===== config.mk =====
export PLATFORM = sky130hd
export DESIGN_NAME = pdm_playback_modulator_flat
export DESIGN_NICKNAME = d
export VERILOG_FILES = /design/src/rtl/pdm_playback_if.sv /design/src/rtl/pdm_playback_modulator.sv /design/src/flat_wrapper.sv
export SDC_FILE = /design/constraint.sdc
export NUM_CORES = 1
export LEC_CHECK = 0
export BUFFER_PORTS_ARGS = -buffer_cell sky130_fd_sc_hd__buf_2
export CORE_MARGIN = 2
export CORE_UTILIZATION = 40
export DETAILED_ROUTE_END_ITERATION = 8
export SYNTH_ARGS = -nofsm -noshare
export SYNTH_HDL_FRONTEND = slang
export SYNTH_SLANG_ARGS = --single-unit

===== constraint.sdc =====
create_clock -name clk -period 4.1 [get_ports clk]
set_input_delay 0.82 -clock clk [delete_from_list [all_inputs] [get_ports clk]]
set_output_delay 0.82 -clock clk [all_outputs]
set_load 0.05 [all_outputs]

===== src/rtl/pdm_playback_if.sv =====
// PCM sample stream into the PDM playback modulator: a plain valid/ready
// handshake. The producer drives the master side, the modulator is the slave.
interface pdm_playback_if #(
  parameter int DATA_WIDTH = 16
);
  logic [DATA_WIDTH-1:0] pcm_in;
  logic                  pcm_valid;
  logic                  pcm_ready;

  modport master (
    output pcm_in,
    output pcm_valid,
    input  pcm_ready
  );

  modport slave (
    input  pcm_in,
    input  pcm_valid,
    output pcm_ready
  );
endinterface


===== src/rtl/pdm_playback_modulator.sv =====
// PDM playback modulator: signed PCM samples are buffered in a small FIFO,
// zero-order-held for INTERP_FACTOR PDM bits each, and noise-shaped by a
// first-order error-feedback sigma-delta accumulator. Drives the PDM bit
// clock and data for a PDM speaker/DAC. Data changes on the pdm_clk falling
// edge so it is stable around every rising edge seen by the device.
module pdm_playback_modulator #(
  parameter int DATA_WIDTH    = 16,
  parameter int INTERP_FACTOR = 64,
  parameter int FIFO_DEPTH    = 4,
  parameter int CLK_FREQ      = 100_000_000,
  parameter int PDM_CLK_FREQ  = 2_822_400
) (
  input  logic          clk,
  input  logic          rst_n,
  input  logic          enable,
  pdm_playback_if.slave pcm,
  output logic          pdm_clk,
  output logic          pdm_out,
  output logic          underrun
);

  // System clocks per PDM bit, and the length of the high phase.
  localparam int P        = CLK_FREQ / PDM_CLK_FREQ;
  localparam int HALF     = P / 2;
  localparam int DIV_W    = $clog2(P);
  localparam int INTERP_W = $clog2(INTERP_FACTOR);
  localparam int PTR_W    = $clog2(FIFO_DEPTH);
  localparam int CNT_W    = PTR_W + 1;

  // Signed two's complement to offset binary: flipping the MSB maps
  // -2^(N-1)..2^(N-1)-1 onto 0..2^N-1, which is the ones density numerator.
  function automatic logic [DATA_WIDTH-1:0] to_offset_binary(input logic [DATA_WIDTH-1:0] s);
    return {~s[DATA_WIDTH-1], s[DATA_WIDTH-2:0]};
  endfunction

  // Registers
  logic [DIV_W-1:0]      div_cnt_r;
  logic [INTERP_W-1:0]   interp_cnt_r;
  logic [DATA_WIDTH-1:0] acc_r;
  logic [DATA_WIDTH-1:0] cur_sample_r;
  logic                  pdm_clk_r;
  logic                  pdm_out_r;
  logic                  underrun_r;
  logic                  pcm_ready_r;
  logic [DATA_WIDTH-1:0] fifo_mem_r [FIFO_DEPTH];
  logic [PTR_W-1:0]      wr_ptr_r;
  logic [PTR_W-1:0]      rd_ptr_r;
  logic [CNT_W-1:0]      count_r;

  // Combinational signals
  logic [DIV_W-1:0]      div_next_s;
  logic                  tick_s;
  logic                  load_s;
  logic                  empty_s;
  logic                  push_s;
  logic                  pop_s;
  logic [CNT_W-1:0]      count_next_s;
  logic [DATA_WIDTH-1:0] mod_sample_s;
  logic [DATA_WIDTH:0]   sum_s;

  assign pcm.pcm_ready = pcm_ready_r;
  assign pdm_clk       = pdm_clk_r;
  assign pdm_out       = pdm_out_r;
  assign underrun      = underrun_r;

  // Bit tick lands on the edge that drives pdm_clk low; a load tick is the
  // first bit of each held sample.
  assign tick_s  = enable & (div_cnt_r == DIV_W'(HALF - 1));
  assign load_s  = tick_s & (interp_cnt_r == {INTERP_W{1'b0}});
  assign empty_s = (count_r == {CNT_W{1'b0}});
  assign push_s  = pcm.pcm_valid & pcm_ready_r;
  assign pop_s   = load_s & ~empty_s;

  // Next divider count: free-running 0..P-1 while enabled, parked at 0 otherwise.
  always_comb begin
    div_next_s = {DIV_W{1'b0}};
    if (enable) begin
      if (div_cnt_r == DIV_W'(P - 1)) begin
        div_next_s = {DIV_W{1'b0}};
      end else begin
        div_next_s = div_cnt_r + DIV_W'(1);
      end
    end else begin
      div_next_s = {DIV_W{1'b0}};
    end
  end

  // FIFO occupancy after this edge; simultaneous push and pop cancel out.
  always_comb begin
    count_next_s = count_r;
    case ({push_s, pop_s})
      2'b10:   count_next_s = count_r + CNT_W'(1);
      2'b01:   count_next_s = count_r - CNT_W'(1);
      default: count_next_s = count_r;
    endcase
  end

  // Sample feeding the modulator this tick: a freshly popped head is used
  // immediately so the load tick's bit already reflects the new sample.
  always_comb begin
    mod_sample_s = cur_sample_r;
    if (pop_s) begin
      mod_sample_s = fifo_mem_r[rd_ptr_r];
    end else begin
      mod_sample_s = cur_sample_r;
    end
    sum_s = {1'b0, acc_r} + {1'b0, to_offset_binary(mod_sample_s)};
  end

  // Bit clock generation: pdm_clk mirrors (div_cnt < P/2) of the new count.
  always_ff @(posedge clk or negedge rst_n) begin
    if (!rst_n) begin
      div_cnt_r <= {DIV_W{1'b0}};
      pdm_clk_r <= 1'b0;
    end else begin
      div_cnt_r <= div_next_s;
      if (enable) begin
        pdm_clk_r <= (div_next_s < DIV_W'(HALF));
      end else begin
        pdm_clk_r <= 1'b0;
      end
    end
  end

  // Sigma-delta modulator, interpolation counter, sample hold and underrun flag.
  always_ff @(posedge clk or negedge rst_n) begin
    if (!rst_n) begin
      acc_r        <= {DATA_WIDTH{1'b0}};
      interp_cnt_r <= {INTERP_W{1'b0}};
      cur_sample_r <= {DATA_WIDTH{1'b0}};
      pdm_out_r    <= 1'b0;
      underrun_r   <= 1'b0;
    end else if (!enable) begin
      // Partial sample is abandoned; the held sample itself is kept.
      acc_r        <= {DATA_WIDTH{1'b0}};
      interp_cnt_r <= {INTERP_W{1'b0}};
      pdm_out_r    <= 1'b0;
      underrun_r   <= 1'b0;
    end else begin
      underrun_r <= load_s & empty_s;
      if (pop_s) begin
        cur_sample_r <= fifo_mem_r[rd_ptr_r];
      end else begin
        cur_sample_r <= cur_sample_r;
      end
      if (tick_s) begin
        acc_r     <= sum_s[DATA_WIDTH-1:0];
        pdm_out_r <= sum_s[DATA_WIDTH];
        if (interp_cnt_r == INTERP_W'(INTERP_FACTOR - 1)) begin
          interp_cnt_r <= {INTERP_W{1'b0}};
        end else begin
          interp_cnt_r <= interp_cnt_r + INTERP_W'(1);
        end
      end else begin
        acc_r        <= acc_r;
        pdm_out_r    <= pdm_out_r;
        interp_cnt_r <= interp_cnt_r;
      end
    end
  end

  // Sample FIFO; keeps running while disabled so a producer can pre-fill it.
  always_ff @(posedge clk or negedge rst_n) begin
    if (!rst_n) begin
      for (int i = 0; i < FIFO_DEPTH; i++) begin
        fifo_mem_r[i] <= {DATA_WIDTH{1'b0}};
      end
      wr_ptr_r    <= {PTR_W{1'b0}};
      rd_ptr_r    <= {PTR_W{1'b0}};
      count_r     <= {CNT_W{1'b0}};
      pcm_ready_r <= 1'b0;
    end else begin
      if (push_s) begin
        fifo_mem_r[wr_ptr_r] <= pcm.pcm_in;
        wr_ptr_r             <= wr_ptr_r + PTR_W'(1);
      end else begin
        wr_ptr_r <= wr_ptr_r;
      end
      if (pop_s) begin
        rd_ptr_r <= rd_ptr_r + PTR_W'(1);
      end else begin
        rd_ptr_r <= rd_ptr_r;
      end
      count_r     <= count_next_s;
      pcm_ready_r <= (count_next_s < CNT_W'(FIFO_DEPTH));
    end
  end

endmodule

===== src/flat_wrapper.sv =====
// flat-port wrapper written by rule: the top's interface ports become plain ports
module pdm_playback_modulator_flat 
#(
  parameter int DATA_WIDTH    = 16,
  parameter int INTERP_FACTOR = 64,
  parameter int FIFO_DEPTH    = 4,
  parameter int CLK_FREQ      = 100_000_000,
  parameter int PDM_CLK_FREQ  = 2_822_400
)
  (clk, rst_n, enable, pdm_clk, pdm_out, underrun, pcm_pcm_in, pcm_pcm_valid, pcm_pcm_ready);
  pdm_playback_if #(.DATA_WIDTH(DATA_WIDTH)) pcm_i ();
  input  logic clk;
  input  logic rst_n;
  input  logic enable;
  output logic pdm_clk;
  output logic pdm_out;
  output logic underrun;
  input wire logic [$bits(pcm_i.pcm_in)-1:0] pcm_pcm_in;
  input wire logic [$bits(pcm_i.pcm_valid)-1:0] pcm_pcm_valid;
  output wire logic [$bits(pcm_i.pcm_ready)-1:0] pcm_pcm_ready;
  assign pcm_i.pcm_in = pcm_pcm_in;
  assign pcm_i.pcm_valid = pcm_pcm_valid;
  assign pcm_pcm_ready = pcm_i.pcm_ready;
  pdm_playback_modulator #(.DATA_WIDTH(DATA_WIDTH), .INTERP_FACTOR(INTERP_FACTOR), .FIFO_DEPTH(FIFO_DEPTH), .CLK_FREQ(CLK_FREQ), .PDM_CLK_FREQ(PDM_CLK_FREQ)) u_core (.clk(clk), .rst_n(rst_n), .enable(enable), .pcm(pcm_i), .pdm_clk(pdm_clk), .pdm_out(pdm_out), .underrun(underrun));
endmodule

==> flow_summary.ini <==
[place]
globalplace.congestion = 0.859
hpwl_um = 8140
portBuffers = 23

[detailed_routing]
wl_per_cell_um = 16.1
via_count = 3842
dr.pass1.iters = 4
antenna_left = 0
post_drt_via_cell_ratio = 5.16
drc = 0
first_iter_violations = 239
routed_wl_um = 12000

[clocking]
cts_tree = done
post_cts_buffers = 0
clkSlewWorstSetupHoldPaths_ps = 50
cts_made_buffers = 17
cts_resized = 0
insertion_delay_ps = 420
cts_sinks = 119
root_buffer = clkbuf_16
cts_htree_levels = 4
clock_path_buffers = 2
postCtsHoldBufs = 0

[yosys]
synth_flop_cell = dfrtp_1
synth_warnings = 0
synthArstFlopShare_pct = 100
synth.distinct_cells = 51
yosysMostFrequentCell = dfrtp_1
netlist_top_cells_area = dfrtp_1 47%, mux2_2 12%, mux2_4 6.4%, ha_1 5.9%, mux4_2 5.7%
netlist_instances = 493
avgSynthCellArea_sq_um = 12.8
yosys.area.top_type_share_pct = 47.1
ys_seq_area_share_pct = 47.1
yosys.area.top_type = dfrtp_1
synth_edf_count = 0
ys_ff_latch = 119
synth_nets = 545
netlist_area_sq_um = 6320
yosys-top-cells-count = 119 x dfrtp_1, 70 x mux2_2, 36 x nand2_1

[power_and_ir_drop]
p_int_w = 0.00291
ir_drop_mv = 0.372
p_per_area_nw_per_um2 = 553
power.net_switching_w = 0.00107
leakage_nw = 3.17
seqPwrFrac_pct = 43.3
fin_total_pwr_w = 0.00398
power.share.clock_pct = 36.5
switching_share_pct = 27.0
comb_power_share_pct = 20.1

[final_layout]
multiInputGateArea_sq_um = 3120
syn2layout_area_growth_pct = 14.0
diodes = 0
layout-drive-gt1-share_pct = 34.0
fillerInstances = 1408
regArea_sq_um = 2980
final_nets = 572

[die]
initial_core_util_pct = 41.3
chipWidth_um = 130
num_rows = 45
dieArea_sq_um = 16800
fp.dieH_um = 130
core_area_sq_um = 15300
ios = 24

[worst_setup_path]
worstPathRequired_ps = 4430
cpMaxStageDelayCell = nor4_1
critPathKind = flop to flop
cp-end-kind = flop
crit_fanout = 20
arrival_ps = 4000
cp_cell_sequence = nor4_1, nand4_4, nor2_8, mux2_4, ha_1, and2_1, and3_1, a221oi_2, o221ai_1, xnor2_1, o21ai_0
critical-path-max-stage-delay_ps = 500
crit_path_start_kind = flop

[global_routing]
antenna_found_initial = 0
grt_max_degree = 69
grtUsageTotal_pct = 16.2
grt_pass1_vias = 4034
overflow = 0
grt_pass1_wl_um = 20800

[sta]
setup_viol = 0
clock_skew_ps = 5.87
fmax_mhz = 273
layout_min_cycle_time_ps = 3660
worst_pin_slew_ps = 1030
finalCritPeriodShare_pct = 89.4
max_slew_margin_pct = 31.2
rsz0062_at_grt = false
fin_tns_setup_ps = 0
hold_viol_final = 0
drv_slew = 0

[hold_path]
hp-class = input port to async pin

[job]
max_cap_violations = 0

[status]
status = completed
==> kinds of logic (layout without fill, tap and decap cells) <==
family          Yosys count  after routing  synth area share, %
xor+xnor                 27             27                 3.74
mux                     114            114                 24.7
buf+inv                  40             80                 3.52
compound gates           66             66                 6.65
fa+ha+maj                32             32                 6.57
flops                   119            119                 47.1
simple gates             95             95                 7.72
==> final timing paths <==
check,end,slack (ps),from,cells after the start
worst max-delay path,u_core.acc_r[14],440,u_core.interp_cnt_r[2],11
worst min-delay path,u_core.interp_cnt_r[2],440,rst_n,1
worst max register to register,u_core.acc_r[14],440,u_core.interp_cnt_r[2],11
worst min register to register,u_core.div_cnt_r[0],490,u_core.div_cnt_r[0],1
max in group asynchronous,u_core.cur_sample_r[8],2860,rst_n,2
min in group clk,u_core.div_cnt_r[0],490,u_core.div_cnt_r[0],1
==> layer usage <==
| metal | share of wire [%] | routed length (um) | track usage [%] | up-vias |
|---|---|---|---|---|
| met2 | 48 | 5720 | 25.4 | 58 |
| li1 | - | - | - | 1833 |
| met1 | 47 | 5670 | 21.1 | 1936 |
| met4 | 1.8 | 221 | 7.21 | 0 |
| met3 | 3.3 | 398 | 4.43 | 15 |
| met5 | 0 | 0 | 0 | - |
==> layout make-up <==
| type | count | share of cell area (%) |
|---|---|---|
| Clock inverter | 14 | 2.08 |
| Inverter | 17 | 0.885 |
| Timing Repair Buffer | 31 | 2.81 |
| Tap cell | 211 | 3.66 |
| Clock buffer | 18 | 5.95 |
| Multi-Input combinational cell | 334 | 43.3 |
| Sequential cell | 119 | 41.3 |
==> stage by stage <==
step           instance area (sq um)  util (%)  setup slack, ps  std cells  hold slack [ps]
2_1_floorplan                   6320         -              793        493              454
3_3_place_gp                    6630      43.3              488        712              470
3_5_place_dp                    6630      43.3              427        712              485
4_1_cts                         7210      47.1              431        744              454
5_1_grt                         7210      47.1              157        744              496
6_report                        7210      47.1              436        744              440
==> registers in the layout, summed over array words and instances (netlist names) <==
name	count
u_core.acc_r	16
u_core.count_r	3
u_core.cur_sample_r	16
u_core.div_cnt_r	6
u_core.fifo_mem_r	64
u_core.interp_cnt_r	6
u_core.pcm.pcm_ready	1
u_core.pdm_clk	1
u_core.pdm_out	1
u_core.rd_ptr_r	2
u_core.underrun	1
u_core.wr_ptr_r	2
==> layout by cell type (no fill, tap or decap), types with 3 or more instances in the layout <==
cell type,Yosys,final
dfrtp_1,119,119
mux2_2,70,70
nand2_1,36,36
ha_1,30,30
mux2_4,27,27
o21ai_0,22,22
buf_2,4,22
xnor2_1,20,20
inv_1,17,17
clkbuf_16,0,17
nor2_1,16,16
mux4_2,16,16
a21oi_1,14,14
nand3_1,13,13
and2_1,9,9
xor2_1,7,7
buf_4,1,7
a21boi_0,5,5
nor3_1,4,4
a31oi_1,4,4
and3_1,3,3
nor4_1,3,3
a21o_1,3,3
clkinv_2,0,3
inv_6,0,3
clkinv_4,0,3
clkinvlp_4,0,3
==> critical path, delay by kind of cell (launching register included) <==
family / cells / cell delay [ps]
compound gates: 3 / 810
fa+ha+maj: 1 / 330
flops: 1 / 420
mux: 1 / 350
simple gates: 5 / 1510
xor+xnor: 1 / 150
==> power by group through the flow <==
stage	clock network [W]	registers, W	logic [W]
after global routing	0.00155	0.00177	0.000882
after floorplan	0	0.00169	0.000632
final	0.00146	0.00173	0.000802
after CTS	0.00149	0.00173	0.000818
after detailed placement	0	0.00175	0.000814
after global placement	0	0.00172	0.000778
Power figures use the tool's default switching activity.
